==> config.mk <==
export PLATFORM = sky130hd
export DESIGN_NAME = mem_lsu
export DESIGN_NICKNAME = d
export VERILOG_FILES = /design/src/rtl/mem_lsu.sv
export SDC_FILE = /design/constraint.sdc
export NUM_CORES = 1
export LEC_CHECK = 0
export BUFFER_PORTS_ARGS = -buffer_cell sky130_fd_sc_hd__buf_2
export CAP_MARGIN = 5
export CORE_MARGIN = 2
export CORE_UTILIZATION = 43
export CTS_CLUSTER_DIAMETER = 60
export DETAILED_ROUTE_END_ITERATION = 16
export PLACE_DENSITY = 0.77
export SYNTH_ARGS = -nofsm -noshare
export SYNTH_HDL_FRONTEND = slang
export SYNTH_SLANG_ARGS = --single-unit
==> constraint.sdc <==
create_clock -name clk -period 1.6 [get_ports clk]
set_clock_uncertainty 0.05 [all_clocks]
set_input_delay 0.08 -clock clk [delete_from_list [all_inputs] [get_ports clk]]
set_output_delay 0.08 -clock clk [all_outputs]
set_load 0.01 [all_outputs]
==> src/rtl/mem_lsu.sv <==
`default_nettype none
// ============================================================================
//  Module      : mem_lsu
//  Description : Memory-access pipeline stage. Issues one outstanding
//                request/acknowledge bus transfer per load/store, stalls the
//                pipeline until it completes, and returns aligned,
//                sign/zero-extended load data towards MEM/WB.
//  Revision    : 1.0  initial release
// ============================================================================
module mem_lsu (
    input  logic        clk,
    input  logic        rst,
    input  logic [4:0]  mem_wd_i,
    input  logic        mem_wreg_i,
    input  logic [31:0] mem_wdata_i,
    input  logic [7:0]  mem_aluop_i,
    input  logic [31:0] mem_addr_i,
    input  logic [31:0] mem_reg2_i,
    input  logic        flush,
    output logic [4:0]  wd_o,
    output logic        wreg_o,
    output logic [31:0] wdata_o,
    output logic        stallreq_o,
    output logic        addr_err_o,
    output logic        bus_req_o,
    output logic        bus_we_o,
    output logic [31:0] bus_addr_o,
    output logic [3:0]  bus_sel_o,
    output logic [31:0] bus_data_o,
    input  logic [31:0] bus_data_i,
    input  logic        bus_ack_i
);

    localparam logic [7:0] c_OP_LB  = 8'b1110_0000;
    localparam logic [7:0] c_OP_LBU = 8'b1110_0100;
    localparam logic [7:0] c_OP_LH  = 8'b1110_0001;
    localparam logic [7:0] c_OP_LHU = 8'b1110_0101;
    localparam logic [7:0] c_OP_LW  = 8'b1110_0011;
    localparam logic [7:0] c_OP_SB  = 8'b1110_1000;
    localparam logic [7:0] c_OP_SH  = 8'b1110_1001;
    localparam logic [7:0] c_OP_SW  = 8'b1110_1011;

    typedef enum logic [1:0] {
        S_IDLE  = 2'd0,
        S_BUSY  = 2'd1,
        S_DONE  = 2'd2,
        S_ABORT = 2'd3
    } state_t;

    state_t      r_state;
    state_t      w_state_nxt;
    logic        w_start;

    logic        w_is_load;
    logic        w_is_store;
    logic        w_is_byte;
    logic        w_is_half;
    logic        w_load_signed;
    logic        w_mem_op;
    logic        w_misaligned;

    logic [3:0]  w_sel;
    logic [31:0] w_store_data;

    logic [31:0] r_rdata;
    logic [7:0]  w_byte;
    logic [15:0] w_half;
    logic [31:0] w_load_data;

    // Decode the operation class, access size and signedness.
    always_comb begin
        w_is_load     = 1'b0;
        w_is_store    = 1'b0;
        w_is_byte     = 1'b0;
        w_is_half     = 1'b0;
        w_load_signed = 1'b0;
        case (mem_aluop_i)
            c_OP_LB:  begin w_is_load  = 1'b1; w_is_byte = 1'b1; w_load_signed = 1'b1; end
            c_OP_LBU: begin w_is_load  = 1'b1; w_is_byte = 1'b1; end
            c_OP_LH:  begin w_is_load  = 1'b1; w_is_half = 1'b1; w_load_signed = 1'b1; end
            c_OP_LHU: begin w_is_load  = 1'b1; w_is_half = 1'b1; end
            c_OP_LW:  begin w_is_load  = 1'b1; end
            c_OP_SB:  begin w_is_store = 1'b1; w_is_byte = 1'b1; end
            c_OP_SH:  begin w_is_store = 1'b1; w_is_half = 1'b1; end
            c_OP_SW:  begin w_is_store = 1'b1; end
            default:  begin end
        endcase
    end

    assign w_mem_op     = w_is_load | w_is_store;
    assign w_misaligned = w_mem_op &&
                          (w_is_half ? mem_addr_i[0] :
                           w_is_byte ? 1'b0 : (mem_addr_i[1:0] != 2'b00));

    // Big-endian byte-lane select and lane-replicated store data.
    always_comb begin
        w_sel        = 4'b1111;
        w_store_data = 32'h0;
        if (w_is_byte) begin
            case (mem_addr_i[1:0])
                2'b00:   w_sel = 4'b1000;
                2'b01:   w_sel = 4'b0100;
                2'b10:   w_sel = 4'b0010;
                default: w_sel = 4'b0001;
            endcase
        end else if (w_is_half) begin
            w_sel = mem_addr_i[1] ? 4'b0011 : 4'b1100;
        end
        if (w_is_store) begin
            if (w_is_byte)      w_store_data = {4{mem_reg2_i[7:0]}};
            else if (w_is_half) w_store_data = {2{mem_reg2_i[15:0]}};
            else                w_store_data = mem_reg2_i;
        end
    end

    // Extract and extend the addressed lane from the latched read word.
    // EX/MEM is held by the stall, so the address is still valid in DONE.
    always_comb begin
        w_byte      = 8'h0;
        w_half      = 16'h0;
        w_load_data = r_rdata;
        case (mem_addr_i[1:0])
            2'b00:   w_byte = r_rdata[31:24];
            2'b01:   w_byte = r_rdata[23:16];
            2'b10:   w_byte = r_rdata[15:8];
            default: w_byte = r_rdata[7:0];
        endcase
        w_half = mem_addr_i[1] ? r_rdata[15:0] : r_rdata[31:16];
        if (w_is_byte)
            w_load_data = w_load_signed ? {{24{w_byte[7]}}, w_byte} : {24'h0, w_byte};
        else if (w_is_half)
            w_load_data = w_load_signed ? {{16{w_half[15]}}, w_half} : {16'h0, w_half};
    end

    // Next-state logic for the single-outstanding access sequencer.
    always_comb begin
        w_state_nxt = r_state;
        w_start     = 1'b0;
        case (r_state)
            S_IDLE: begin
                if (w_mem_op && !w_misaligned) begin
                    w_state_nxt = S_BUSY;
                    w_start     = 1'b1;
                end
            end
            S_BUSY: begin
                // A flush coinciding with the ack simply drops the result.
                if (bus_ack_i)  w_state_nxt = flush ? S_IDLE : S_DONE;
                else if (flush) w_state_nxt = S_ABORT;
            end
            S_DONE:  w_state_nxt = S_IDLE;
            S_ABORT: begin
                if (bus_ack_i) w_state_nxt = S_IDLE;
            end
            default: w_state_nxt = S_IDLE;
        endcase
    end

    // Write-back, stall and exception outputs.
    always_comb begin
        wd_o       = mem_wd_i;
        wreg_o     = mem_wreg_i;
        wdata_o    = mem_wdata_i;
        stallreq_o = 1'b0;
        addr_err_o = 1'b0;
        case (r_state)
            S_IDLE: begin
                if (w_mem_op) begin
                    wreg_o = 1'b0;
                    if (w_misaligned) addr_err_o = 1'b1;
                    else              stallreq_o = 1'b1;
                end
            end
            S_BUSY, S_ABORT: begin
                wreg_o     = 1'b0;
                stallreq_o = 1'b1;
            end
            S_DONE: begin
                if (w_is_load) wdata_o = w_load_data;
            end
            default: begin end
        endcase
        if (rst) begin
            wd_o       = 5'd0;
            wreg_o     = 1'b0;
            wdata_o    = 32'h0;
            stallreq_o = 1'b0;
            addr_err_o = 1'b0;
        end
    end

    // State register.
    always_ff @(posedge clk) begin
        if (rst) r_state <= S_IDLE;
        else     r_state <= w_state_nxt;
    end

    // Registered bus master: launch on start, retire on ack.
    always_ff @(posedge clk) begin
        if (rst) begin
            bus_req_o  <= 1'b0;
            bus_we_o   <= 1'b0;
            bus_addr_o <= 32'h0;
            bus_sel_o  <= 4'b0000;
            bus_data_o <= 32'h0;
        end else if (w_start) begin
            bus_req_o  <= 1'b1;
            bus_we_o   <= w_is_store;
            bus_addr_o <= {mem_addr_i[31:2], 2'b00};
            bus_sel_o  <= w_sel;
            bus_data_o <= w_store_data;
        end else if (bus_req_o && bus_ack_i &&
                     (r_state == S_BUSY || r_state == S_ABORT)) begin
            bus_req_o <= 1'b0;
            bus_we_o  <= 1'b0;
        end
    end

    // Capture read data only for a transfer that will be written back.
    always_ff @(posedge clk) begin
        if (rst)
            r_rdata <= 32'h0;
        else if (r_state == S_BUSY && bus_ack_i && !flush)
            r_rdata <= bus_data_i;
    end

endmodule
`default_nettype wire

==> results of run 1 <==
-- cells by family (layout without fill, tap and decap cells) --
group	count (synthesis)	after routing	synth area share [%]
compound gates	209	209	26.5
xor+xnor	1	1	0.157
buf+inv	77	453	6.29
flops	102	102	36.6
mux	58	58	10.7
other cells	1	3	0.0673
simple gates	232	233	19.6
-- worst register-to-register path, cell delays in order, from the launching register on --
cell	delay, ps
dfxtp_4	360
a211oi_4	200
buf_12	170
buf_6	100
buf_8	130
buf_6	110
a31oi_4	120
clkbuf_16	200
o2bb2ai_1	130
-- area by class of cell --
class	count	area share, %
Clock buffer	11	2.59
Inverter	6	0.240
Clock inverter	5	0.600
Antenna cell	1	0.0267
Timing Repair Buffer	431	33.9
Sequential cell	102	21.9
Multi-Input combinational cell	503	38.5
Tap cell	172	2.29
-- layer usage --
layer	global-route usage, %	vias to the layer above	wire, µm	part of all wire, %
met5	0	-	11	0.045
met4	15.7	2	1180	4.8
met3	7.80	117	1790	7.3
met2	56.0	429	12200	50
met1	36.4	3414	9250	38
li1	-	3261	-	-
-- synthesized netlist by cell type (all sizes together) (7+ instances only) --
cell type / instances
o211ai: 8
nand3: 7
o21ai: 17
o2bb2ai: 23
a21oi: 71
clkbuf: 40
a31oi: 11
o31ai: 36
buf: 31
nand4: 32
dfxtp: 102
mux2i: 55
nand2: 132
nor2b: 7
o32ai: 24
nor2: 34
-- worst paths after layout --
kind | slack, ps | cells past startpoint | from | end
max | -610 | 5 | r_rdata[7] | wdata_o[14]
max reg2reg | -70 | 8 | r_state[0] | bus_data_o[23]
min | 6 | 3 | mem_reg2_i[11] | bus_data_o[11]
min reg2reg | 410 | 1 | bus_data_o[20] | bus_data_o[20]
-- repair_timing --
item                       CTS  global route
hold endpoints to repair    88             0
buffers inserted             9            13
resized for setup           49            48
hold buffers                88             0
cloned                       4             2
setup endpoints to repair   36            82
pin swaps                   11            10
-- per-stage QoR --
| stage | setup TNS (ps) | hold slack, ps |
|---|---|---|
| finish | -17870 | 6.49 |
| floorplan | -622 | 166 |
| CTS | -15640 | 7.39 |
| detailed placement | -7030 | 278 |
| global route | -20670 | 5.02 |
| global placement | -4820 | 272 |
-- registers in the layout, summed over array words and instances, names as in the netlist --
register	cells
bus_req_o	1
bus_sel_o	4
r_rdata	32
bus_addr_o	30
bus_we_o	1
bus_data_o	32
r_state	2
-- power by group through the flow --
stage | registers, W | clock network (W) | logic [W]
2_1_floorplan | 0.00261 | 0 | 0.000386
5_1_grt | 0.00255 | 0.00237 | 0.00122
3_5_place_dp | 0.00261 | 0 | 0.000817
6_report | 0.00255 | 0.00226 | 0.00115
4_1_cts | 0.00255 | 0.00226 | 0.00104
3_3_place_gp | 0.00261 | 0 | 0.000812
-- placed cells by master (no fill, tap or decap), types with 12 or more instances in the layout --
cell type,count
buf_2,251
nand2_1,132
dfxtp_1,99
dlygate4sd3_1,88
a21oi_1,68
buf_4,58
mux2i_1,54
nor2_1,32
nand4_1,30
o31ai_1,29
buf_12,18
o2bb2ai_1,14
o32ai_1,12
==> results.md, run 1 <==
* Clock sinks at 102
* CTS tree: done
* Yosys top cell by area: dfxtp_1
* Final instance area at 9380 µm²
* Cts bufs inserted at 9
* Wire per inst at 19.8 µm
* CP Cell Sequence: mux4_2 > or3_4 > nand3_4 > o32ai_1 > buf_2
* Worst-path clk slew at 70 ps
* Pwr/cell area at 636 nW/µm²
* Status: finished, violations left
* Reg area at 2050 µm²
* Gr ovfl total at 0
* Top cell type's share of synthesized area at 36.6%
* Clock power frac at 37.9%
* Share of layout cells above drive strength 1 at 41.1%
* Chip height at 118 µm
* DR DRC count at 0
* Vias at 7223
* Clock Tree Buf Depth at 2
* Max frequency at 453 MHz
* Psw at 0.00159 W
* Pwr Total at 0.00596 W
* Core box area at 12600 µm²
* Largest delay share family, worst path: simple AND/OR/NAND/NOR gates
* Final Max Tran Viols at 0
* First-pass GRT wire length at 36300 µm
* Seq pwr share at 42.7%
* Max_cap viols at 0
* Most used DFF post-synth: dfxtp_1
* H-tree levels at 3
* Initial antenna violation count at 2
* Avg Synthesized Cell Area at 8.20 µm²
* ANT nets after route at 0
* Slowest cell delay on critical path at 470 ps
* Post-Route WL at 24400 µm
* WS Path Type: register to output pin
* PortBufs at 253
* Mapped Cells at 680
* Setup violators final at 54
* Total track usage at 32.1%
* Cell area after synthesis at 5570 µm²
* Peak supply drop at 0.000662 V
* Placed insts at 1099
* RSZ-0062 raised after global routing: true
* Fillcell total at 893
* Crit-path max FO at 8
* Worst slack, placed at -220 ps
* Non-Filler Instances at 1231
* Bufs and invs on worst path at 1
* #FFs+latches synth at 102
* Top post-synthesis cells by area: dfxtp_1, mux2i_1, nand2_1, a21oi_1, o31ai_1
* Final WS setup at -608 ps
* Critical path arrival at 2080 ps
* Util after Layout at 74.3%
* NumNets Final at 1199
* Synth async-reset ratio at 0%
* Routability Congestion at 0.924
* Comb power frac at 19.3%
* Violated checks: negative setup slack
* Placed Area at 7420 µm²
* Worst min path class: primary input to register
* Number of global-route vias before repair at 7046
* Critical Path Start Type: register
* DIE AREA at 13900 µm²
* DRT iter0 DRCs at 630
* Rows at 41
* Switching share of power at 26.7%
* Vias per Instance at 5.87
* Layout area overhead at 68.3%
* Root Driver: clkbuf_16
* Req. time, crit path at 1470 ps
* Synthesis warning total at 0
* Unique cell type count in the Yosys netlist at 55
* Drt pass-1 iters at 7
* Min Clock Period, post-route at 2210 ps
* Leakage at 4.00 nW
* DP Wirelength at 14100 µm
* Worst Setup End Kind: output pin
* Final Hold Fails at 0
* Number of synthesized flops with an enable pin at 0
* Die Wd at 118 µm
* Int Pwr at 0.00437 W
* Cell at the slowest stage of the critical path: mux4_2
* Boundary Pins at 256
* Tcrit/Tclk final at 138%
* Largest net degree at the start of global routing at 90
* Area of the multi-input gates at 3610 µm²
* Register area share after synthesis at 36.6%
* Clk_lat worst skew at 350 ps
* Starting Density at 44.2%
Power figures use the tool's default switching activity.
==> inputs of run 2 (changes only) <==
- CORE_UTILIZATION: 43 -> 44
- CTS_BUF_LIST: unset -> sky130_fd_sc_hd__clkbuf_4
- PLACE_DENSITY: 0.77 -> 0.79
==> run 2 against run 1 <==
Effect of this change:
- the flow still finishes with violations (negative setup slack)
- via count grew 5.8%
- count of clock-buffer cells in the layout grew 1
- power shrank 11%
- non-clock buffer count grew 29
- register-to-register slack lost 300 ps
- first-iteration DRC count grew 33%
- critical path depth is the same
- flip-flop and latch count is the same
- final area grew 7.5%
- fmax shrank 7.2%
- combinational power grew 13%
==> results.md, run 2 (same netlist as run 1, synthesis figures left out) <==
* Cts bufs inserted at 9
* Worst Setup End Kind: output pin
* Clock sinks at 102
* Clk_lat worst skew at 500 ps
* Clock Tree Buf Depth at 2
* Req. time, crit path at 1470 ps
* Chip height at 117 µm
* Critical Path Start Type: register
* Total track usage at 34.2%
* RSZ-0062 raised after global routing: true
* Worst r2r path cells at 5
* Worst slack, placed at -208 ps
* Core box area at 12500 µm²
* DR DRC count at 0
* DRT iter0 DRCs at 840
* R2R Path End: bus_addr_o[24]
* Max frequency at 420 MHz
* Commonest non-fill, non-tap cell in the layout: buf_2
* Boundary Pins at 256
* Routability Congestion at 0.909
* Post-Route WL at 28700 µm
* Rows at 41
* Max-slew headroom at 61.7%
* Worst-path clk slew at 140 ps
* Leakage at 4.18 nW
* H-tree levels at 3
* Most frequent cells in the layout: buf_2, nand2_1, dlygate4sd3_1
* DP Wirelength at 14400 µm
* Root Driver: clkbuf_4
* ANT nets after route at 0
* Number of global-route vias before repair at 6963
* Setup violators final at 112
* Crit-path max FO at 8
* Gr ovfl total at 0
* Least-Margin Pin Slew at 570 ps
* Worst reg2reg setup slack at -370 ps
* Pwr/cell area at 526 nW/µm²
* Share of layout cells above drive strength 1 at 45.8%
* Largest net degree at the start of global routing at 87
* Fillcell total at 765
* Biggest regs: bus_data_o x32, r_rdata x32, bus_addr_o x30
* WS Path Type: register to output pin
* Violated checks: negative setup slack
* Worst hold start: mem_addr_i[1]
* Min-Delay Path Depth at 4
* DIE AREA at 13600 µm²
* Setup_tns at -28610 ps
* Hold Path End: bus_sel_o[1]
* Max_cap viols at 0
* Vias at 7642
* Min Clock Period, post-route at 2380 ps
* Vias per Instance at 6.06
* Initial antenna violation count at 4
* NumNets Final at 1228
* Final Hold Fails at 0
* Tcrit/Tclk final at 149%
* Final WS setup at -780 ps
* PortBufs at 253
* CTS tree: done
* Peak supply drop at 0.000501 V
* Critical path arrival at 2250 ps
* Final Max Tran Viols at 0
* Layout area overhead at 80.9%
* First-pass GRT wire length at 35900 µm
* Die Wd at 117 µm
* Drt pass-1 iters at 6
* Status: finished, violations left
* Wire per inst at 22.8 µm
* R2r startpoint: r_state[0]
* Starting Density at 44.5%
* Worst min path class: primary input to register
run 2: cell types whose count changed in the layout (fill, tap and decap cells not counted), sizes merged:
cell	change
buf	+15
clkinv	-1
bufbuf	+1
dlygate4sd3	+11
diode	+3
inv	-1
clkbuf	+3
run 2: per-stage QoR:
step	hold slack, ps	total power (W)	instance area [µm²]	instances	utilization (%)
6_report	18.1	0.00530	10100	1262	80.5
5_1_grt	11.9	0.00544	10100	1260	80.5
4_1_cts	14.3	0.00504	9070	1234	72.5
3_5_place_dp	278	0.00342	7450	1105	59.5
3_3_place_gp	272	0.00341	7450	1105	59.5
2_1_floorplan	166	0.00300	5590	681	-
run 2: worst max-delay path, stage by stage, from the launching register on:
cell	delay (ps)
dfxtp_2	360
mux4_2	460
or3_4	440
nand3_4	190
o32ai_2	120
buf_2	170
run 2: layout make-up:
type                            count  area, µm²  area share (%)
Antenna cell                        4       10.0          0.0993
Clock buffer                       12       90.1           0.894
Clock inverter                      3       46.3           0.459
Inverter                            6       22.5           0.223
Multi-Input combinational cell    503       4110            40.8
Sequential cell                   102       2050            20.4
Tap cell                          172        215            2.13
Timing Repair Buffer              460       3530            35.1
run 2: worst max path at each step:
stage                     slack [ps]   startpoint  depth (start not counted)     endpoint
after floorplan                  -50  r_rdata[31]                          5  wdata_o[21]
final                           -780  r_rdata[15]                          5  wdata_o[10]
after detailed placement        -210  r_rdata[15]                          5   wdata_o[9]
after global routing            -830  r_rdata[15]                          5  wdata_o[13]
after CTS                       -730  r_rdata[15]                          5   wdata_o[9]
after global placement          -210   r_state[0]                          6   wdata_o[6]
run 2: power by group:
| part | switching, W | leakage (nW) | total (W) | internal, W |
|---|---|---|---|---|
| combinational | 0.000687 | 3.28 | 0.00130 | 0.000609 |
| clock | 0.000926 | 0.0736 | 0.00145 | 0.000524 |
| sequential | 0.00000892 | 0.824 | 0.00256 | 0.00255 |
run 2: layer usage:
layer	up-vias	track usage, %	routed length (µm)
li1	3314	-	-
met1	3638	38.5	10100
met2	536	60.1	14400
met3	150	9.65	2800
met4	4	15.4	1420
met5	-	0	27
run 2: repair_timing:
action / CTS / global route
hold buffers: 99 / 0
resized for setup: 61 / 123
cloned: 5 / 5
setup buffers: 11 / 20
endpoints found under the hold margin: 101 / 0
pin swaps: 9 / 71
setup endpoints to repair: 51 / 94
